--- src/rtl/vga_timing_gen.sv ---
// VGA timing generator: free-running h/v counters gated by a pixel tick enable,
// producing registered sync, position, active-video and line/frame strobes.
// Optional build macro VGA_FRAME_CNT_EN adds an 8-bit frame counter output.
module vga_timing_gen #(
  parameter int unsigned H_ACTIVE   = 640,
  parameter int unsigned H_FP       = 16,
  parameter int unsigned H_SYNC     = 96,
  parameter int unsigned H_BP       = 48,
  parameter int unsigned V_ACTIVE   = 480,
  parameter int unsigned V_FP       = 10,
  parameter int unsigned V_SYNC     = 2,
  parameter int unsigned V_BP       = 33,
  parameter bit          H_SYNC_POL = 1'b0,
  parameter bit          V_SYNC_POL = 1'b0,
  parameter int unsigned X_W        = 10,
  parameter int unsigned Y_W        = 10
) (
  input  logic           pixel_clk,
  input  logic           rst,
  input  logic           ce,
  output logic           hsync,
  output logic           vsync,
  output logic [X_W-1:0] x_pos,
  output logic [Y_W-1:0] y_pos,
  output logic           video_on,
  output logic           line_start,
  output logic           frame_start
`ifdef VGA_FRAME_CNT_EN
  ,
  output logic [7:0]     frame_cnt
`endif
);

  localparam int unsigned H_TOTAL      = H_ACTIVE + H_FP + H_SYNC + H_BP;
  localparam int unsigned V_TOTAL      = V_ACTIVE + V_FP + V_SYNC + V_BP;
  localparam int unsigned H_SYNC_START = H_ACTIVE + H_FP;
  localparam int unsigned H_SYNC_END   = H_SYNC_START + H_SYNC;
  localparam int unsigned V_SYNC_START = V_ACTIVE + V_FP;
  localparam int unsigned V_SYNC_END   = V_SYNC_START + V_SYNC;
  localparam logic [X_W-1:0] H_LAST    = X_W'(H_TOTAL - 1);
  localparam logic [Y_W-1:0] V_LAST    = Y_W'(V_TOTAL - 1);

  // Counters must be able to hold TOTAL-1 without overflow.
  if ((longint'(H_TOTAL) > (longint'(1) << X_W)) ||
      (longint'(V_TOTAL) > (longint'(1) << Y_W))) begin : g_param_check
    $error("vga_timing_gen: H_TOTAL/V_TOTAL exceed the X_W/Y_W counter range");
  end

  // h_cnt/v_cnt hold the position that the next ce tick will present.
  logic [X_W-1:0] h_cnt, h_cnt_d;
  logic [Y_W-1:0] v_cnt, v_cnt_d;
  logic [31:0]    h_ext, v_ext;
  logic           h_sync_act, v_sync_act, active, at_origin, at_line_start;

  assign h_ext = 32'(h_cnt);
  assign v_ext = 32'(v_cnt);

  // Position decode of the counter value about to be presented.
  always_comb begin
    h_sync_act    = (h_ext >= H_SYNC_START) && (h_ext < H_SYNC_END);
    v_sync_act    = (v_ext >= V_SYNC_START) && (v_ext < V_SYNC_END);
    active        = (h_ext < H_ACTIVE) && (v_ext < V_ACTIVE);
    at_line_start = (h_cnt == '0);
    at_origin     = at_line_start && (v_cnt == '0);
  end

  // Next-position: h wraps at H_TOTAL-1 and carries into v, which wraps at V_TOTAL-1.
  always_comb begin
    h_cnt_d = h_cnt + 1'b1;
    v_cnt_d = v_cnt;
    if (h_cnt == H_LAST) begin
      h_cnt_d = '0;
      v_cnt_d = (v_cnt == V_LAST) ? '0 : v_cnt + 1'b1;
    end
  end

  // Counters and registered outputs; strobes only fire on ce ticks.
  always_ff @(posedge pixel_clk) begin
    if (rst) begin
      h_cnt       <= '0;
      v_cnt       <= '0;
      x_pos       <= '0;
      y_pos       <= '0;
      video_on    <= 1'b0;
      line_start  <= 1'b0;
      frame_start <= 1'b0;
      hsync       <= ~H_SYNC_POL;
      vsync       <= ~V_SYNC_POL;
    end else begin
      line_start  <= 1'b0;
      frame_start <= 1'b0;
      if (ce) begin
        h_cnt       <= h_cnt_d;
        v_cnt       <= v_cnt_d;
        x_pos       <= h_cnt;
        y_pos       <= v_cnt;
        video_on    <= active;
        hsync       <= h_sync_act ? H_SYNC_POL : ~H_SYNC_POL;
        vsync       <= v_sync_act ? V_SYNC_POL : ~V_SYNC_POL;
        line_start  <= at_line_start;
        frame_start <= at_origin;
      end
    end
  end

`ifdef VGA_FRAME_CNT_EN
  // The frame begun by reset is frame 0, so the first frame_start after reset
  // does not count; every later frame_start edge increments.
  logic started_q;

  // Frame counter, advanced on the edge that raises frame_start.
  always_ff @(posedge pixel_clk) begin
    if (rst) begin
      frame_cnt <= 8'd0;
      started_q <= 1'b0;
    end else if (ce) begin
      started_q <= 1'b1;
      if (at_origin && started_q) begin
        frame_cnt <= frame_cnt + 8'd1;
      end
    end
  end
`endif

endmodule

--- config.mk ---
export PLATFORM = sky130hd
export DESIGN_NAME = vga_timing_gen
export DESIGN_NICKNAME = d
export VERILOG_FILES = /design/src/rtl/vga_timing_gen.sv
export SDC_FILE = /design/constraint.sdc
export NUM_CORES = 1
export LEC_CHECK = 0
export BUFFER_PORTS_ARGS = -buffer_cell sky130_fd_sc_hd__buf_2
export CAP_MARGIN = 15
export CORE_UTILIZATION = 30
export DETAILED_ROUTE_END_ITERATION = 16
export GPL_ROUTABILITY_DRIVEN = 0
export SKIP_LAST_GASP = 1
export SLEW_MARGIN = 20
export SYNTH_ARGS = -nofsm -noshare
export SYNTH_HDL_FRONTEND = slang
export SYNTH_SLANG_ARGS = --single-unit
--- constraint.sdc ---
create_clock -name pixel_clk -period 4.1 [get_ports pixel_clk]
set_input_delay 0.205 -clock pixel_clk [delete_from_list [all_inputs] [get_ports pixel_clk]]
set_output_delay 0.205 -clock pixel_clk [all_outputs]
set_load 0.05 [all_outputs]
==> results_dict.tcl, run 1 <==
set metrics [dict create \
    comb_power_share_pct 5.7 \
    grt_pass1_wl_mm 7.02 \
    p_int_mw 0.573 \
    hpwl_mm 2.66 \
    synth-edff-count 0 \
    syn-num-nets 216 \
    cts_root_buffer "clkbuf_8" \
    ys_seq_area_share_pct 45.3 \
    track_usage_pct 12.4 \
    swShare_pct 24.0 \
    synth_largest_area_cell "dfxtp_1" \
    nFillCells 673 \
    multi_input_area_um2 1000 \
    path_clk_slew_ps 80 \
    dr.pass1.iters 4 \
    grt-ovfl-total 0 \
    tightest_slew_ps 761 \
    total_leakage_power_nw 0.905 \
    grt_setup_unrepaired "false" \
    synth_ff_type "dfxtp_1" \
    cp_num_buf_inv 1 \
    die_w_um 83.4 \
    crit_arrival_ps 2200 \
    fin_crit_sh_pct 48.0 \
    power.density_nw_per_um2 337 \
    synth_most_common_cell "dfxtp_1" \
    grt_max_degree 39 \
    outcome "finished clean" \
    cp_top_family "simple AND/OR/NAND/NOR gates" \
    core_area_um2 6390 \
    syn-cell-area_um2 1990 \
    async_reset_ff_share_pct 0 \
    synth_top_cell_area_share_pct 45.3 \
    grt_pass1_vias 1471 \
    synthTopCellsByCount "dfxtp_1 (45), nor2_1 (26), mux2i_1 (20)" \
    ctsLongestPathBuffers 2 \
    drt_iter0_drc 82 \
    wirelength_mm 3.99 \
    postRouteAntennaNets 0 \
    clock.fmax_mhz 508 \
    crit_fanout 34 \
    max-vdd-ir-drop_uv 125 \
    synth_seq_cells 45 \
    p_sw_mw 0.181 \
    drive_above_1_share_pct 18.6 \
    slowest_delay_ps 580 \
    post-place-ws_ps 1780 \
    critPathLaunchType "input port" \
    finalHoldViolCount 0 \
    post_drt_wl_per_cell_um 12.9 \
    slew_headroom_pct 49.3 \
    rows 29 \
    cap_violations 0 \
    fin_skew_ps 5.47 \
    critPathSlowestCell "buf_2" \
    vias 1497 \
    yosys_warnings 0 \
    clk_latency_ps 290 \
    clkPwrFrac_pct 35.4 \
    numCtsBuffers 5 \
    synthTopCellsByArea "dfxtp_1 (45%), mux2i_1 (10%), nor2_1 (4.9%)" \
    hold_class "in -> reg" \
    antenna_found_initial 0 \
    critical_path_required_ps 4330 \
    cts_max_level 2 \
    cts_hold_buf 0 \
    synth.avg_cell_area_um2 9.56 \
    setup_tns_ps 0 \
    ys_types 39 \
    ctsResizeCount 0 \
    syn_to_final_growth_pct 12.5 \
    synthCells 208 \
    setup_viol 0 \
    port_buffers 27 \
    nets 238 \
    start_util_pct 31.2 \
    num_antenna_cells 0 \
    seqCellArea_um2 901 \
    setup_slack_ps 2130 \
    crit_chain "buf_2, and4_1, nand3_4, or4_1, a21oi_1" \
    post-route-min-period_ps 1970 \
    slew_violations 0 \
    die-area_um2 6960 \
    via_per_inst 4.86 \
    pwr-share-seq_pct 59.0 \
    ios 28 \
    path_class "in -> reg" \
    clock_sinks 45 \
    die_h_um 83.4 \
    postCtsSetupRepairBufs 0 \
    end_kind "flop" \
    drc 0 \
    tritoncts "done" \
]
-- kinds of logic after synthesis --
group / count (synthesis) / synth area share (%)
AND/OR/NAND/NOR: 89 / 26.7
flip-flops: 45 / 45.3
adder cells (fa/ha/maj): 5 / 3.14
buffers and inverters: 17 / 4.28
multiplexers: 20 / 10.1
XOR/XNOR: 10 / 4.40
AO/OA/AOI/OAI: 22 / 6.16
-- flip-flops by register name (all words and copies together) (netlist names) --
signal and flops:
v_cnt 10, vsync 1, line_start 1, x_pos 10, hsync 1, h_cnt 10
y_pos 10, frame_start 1, video_on 1
-- cell usage in the layout, fill, tap and decap left out, types with 5 or more instances in the layout --
master and instances:
buf_2 27, ha_1 5, nand3_1 9, xor2_1 9
a21oi_1 12, nor3_1 7, dfxtp_1 45, nor2_1 26
inv_1 5, o21ai_0 5, clkbuf_8 5, nand2_1 8
mux2i_1 20
-- through the flow --
stage          utilization, %  hold WS (ps)  instances  power, mW  area (um2)
2_1_floorplan               -           427        208      0.490        1990
3_3_place_gp             33.7           460        300      0.498        2150
3_5_place_dp             33.7           459        300      0.498        2150
4_1_cts                  35.0           441        308      0.764        2240
5_1_grt                  35.0           452        308      0.788        2240
6_report                 35.0           432        308      0.753        2240
-- worst reg2reg max path: cells and delay by family (launching register included) --
family / cells / cell delay [ps]
AND/OR/NAND/NOR: 3 / 1130
adder cells (fa/ha/maj): 1 / 220
flip-flops: 1 / 400
AO/OA/AOI/OAI: 1 / 150
-- cell type report --
cell class | count | area share [%]
Sequential cell | 45 | 40.3
Timing Repair Buffer | 27 | 6.04
Multi-Input combinational cell | 146 | 44.9
Tap cell | 77 | 4.31
Inverter | 5 | 0.839
Clock buffer | 6 | 3.24
Clock inverter | 2 | 0.447
-- metal layers --
metal	track usage [%]	share of wire, %	wire, um	up-vias
met1	17.4	52	2090	693
met4	3.70	0.63	25	0
li1	-	-	-	773
met3	3.68	3.9	154	2
met2	18.3	43	1720	29
met5	0	0	0	-
-- power by group through the flow --
stage | sequential [mW] | combinational [mW] | clock [mW]
4_1_cts | 0.444 | 0.0437 | 0.276
2_1_floorplan | 0.466 | 0.0249 | 0
6_report | 0.444 | 0.0428 | 0.266
5_1_grt | 0.445 | 0.0473 | 0.296
3_3_place_gp | 0.455 | 0.0431 | 0
3_5_place_dp | 0.455 | 0.0437 | 0
-- path summary, 6_finish.rpt --
path | to | start | slack, ps | cells past startpoint
hold / removal | x_pos[6] | rst | 430 | 2
setup reg to reg | v_cnt[7] | h_cnt[0] | 2130 | 5
setup / recovery | v_cnt[7] | ce | 2130 | 5
hold reg to reg | video_on | video_on | 470 | 2
Power figures use the tool's default switching activity.
==> inputs of run 2 (changes only) <==
==> constraint.sdc (replaced) <==
create_clock -name pixel_clk -period 1.8 [get_ports pixel_clk]
set_input_delay 0.09 -clock pixel_clk [delete_from_list [all_inputs] [get_ports pixel_clk]]
set_output_delay 0.09 -clock pixel_clk [all_outputs]
set_load 0.05 [all_outputs]
==> results_dict.tcl, run 2 (synthesis gave the netlist of run 1 again) <==
set metrics [dict create \
    num_antenna_cells 0 \
    critPathLaunchType "flop" \
    drive_above_1_share_pct 23.9 \
    end_kind "flop" \
    hold-worst-slack_ps 12.9 \
    slew_headroom_pct 73.8 \
    dpl.cell_count 313 \
    hold_depth 2 \
    die_w_um 83.4 \
    fin_crit_sh_pct 92.8 \
    grt-ovfl-total 0 \
    start_util_pct 31.2 \
    drc 0 \
    cts_root_buffer "clkbuf_8" \
    clk_latency_ps 300 \
    grt_max_degree 35 \
    cap_violations 0 \
    port_buffers 27 \
    crit_arrival_ps 1900 \
    rows 29 \
    hpwl_mm 2.85 \
    cts_hold_buf 0 \
    path_clk_slew_ps 80 \
    stdcell_count 320 \
    fin_skew_ps 3.72 \
    grt_pass1_vias 1380 \
    post_drt_wl_per_cell_um 12.8 \
    clock.fmax_mhz 598 \
    max-vdd-ir-drop_uv 375 \
    die-area_um2 6960 \
    hold_class "in -> reg" \
    drt_iter0_drc 88 \
    clock_sinks 45 \
    worstReg2RegStart "h_cnt[0]" \
    track_usage_pct 12.4 \
    nets 251 \
    syn_to_final_growth_pct 17.8 \
    grt_pass1_wl_mm 6.86 \
    final_cell_mix "dfxtp_1 (43), buf_2 (27), nor2_1 (26)" \
    wirelength_mm 4.10 \
    crit_start "h_cnt[0]" \
    numCtsBuffers 5 \
    die_h_um 83.4 \
    final_core_util_pct 36.7 \
    grt_setup_unrepaired "false" \
    vias 1563 \
    critPathSlowestCell "or4_1" \
    dr.pass1.iters 4 \
    cp_top_family "simple AND/OR/NAND/NOR gates" \
    final_common_cell "dfxtp_1" \
    post-route-min-period_ps 1670 \
    cp_num_buf_inv 0 \
    crit_chain "ha_1, and4_4, nand3_4, or4_1, a21oi_1" \
    ctsLongestPathBuffers 2 \
    path_class "reg -> reg" \
    slew_violations 0 \
    power.density_nw_per_um2 746 \
    outcome "finished clean" \
    rr_worst_depth 5 \
    tritoncts "done" \
    via_per_inst 4.88 \
    finalHoldViolCount 0 \
    tightest_slew_ps 388 \
    antenna_found_initial 0 \
    core_area_um2 6390 \
    crit_fanout 5 \
    slowest_delay_ps 510 \
    critical_path_required_ps 2030 \
    min_from "rst" \
    ios 28 \
    cts_max_level 2 \
    setup_viol 0 \
    postPlaceCellArea_um2 2250 \
    total_leakage_power_nw 0.972 \
    stdcell_area_um2 2340 \
    cp.depth 5 \
    setup_tns_ps 0 \
    postRouteAntennaNets 0 \
]
## run 2: what timing repair did
item | CTS | global route
setup buffers | 0 | 0
hold endpoints to repair | 0 | 0
gates resized for setup | 1 | 3
setup endpoints to repair | 1 | 7
## run 2: area by class of cell
class                   count  area (um2)
repair buffers             40         233
fillers                   687        4040
flip-flops and latches     45         903
clock buffers               7        86.3
well taps                  77        96.3
multi-input cells         146        1010
inverters                   5        18.8
## run 2: worst paths after layout
kind         endpoint  slack, ps
max          v_cnt[9]        130
min          x_pos[6]         10
min reg2reg  video_on        470
max reg2reg  v_cnt[9]        130
## run 2: power breakdown
part	total, mW	internal (mW)	switching, mW
Combinational	0.106	0.0342	0.0719
Clock	0.630	0.305	0.325
Sequential	1.01	1.01	0.00669
Total	1.75	1.34	0.404
## run 2: metal layers
metal / vias to the layer above / GRT usage [%] / wire (um)
met5: - / 0 / 0
met4: 0 / 4.62 / 29
met3: 4 / 3.48 / 238
met2: 36 / 17.4 / 1770
met1: 723 / 18.1 / 2060
li1: 800 / - / -
## run 2: stage by stage
step	worst slack [ps]	power [mW]
floorplan	132	1.12
global placement	82.8	1.14
detailed placement	6.97	1.14
CTS	17.7	1.76
global route	13.9	1.83
finish	129	1.75
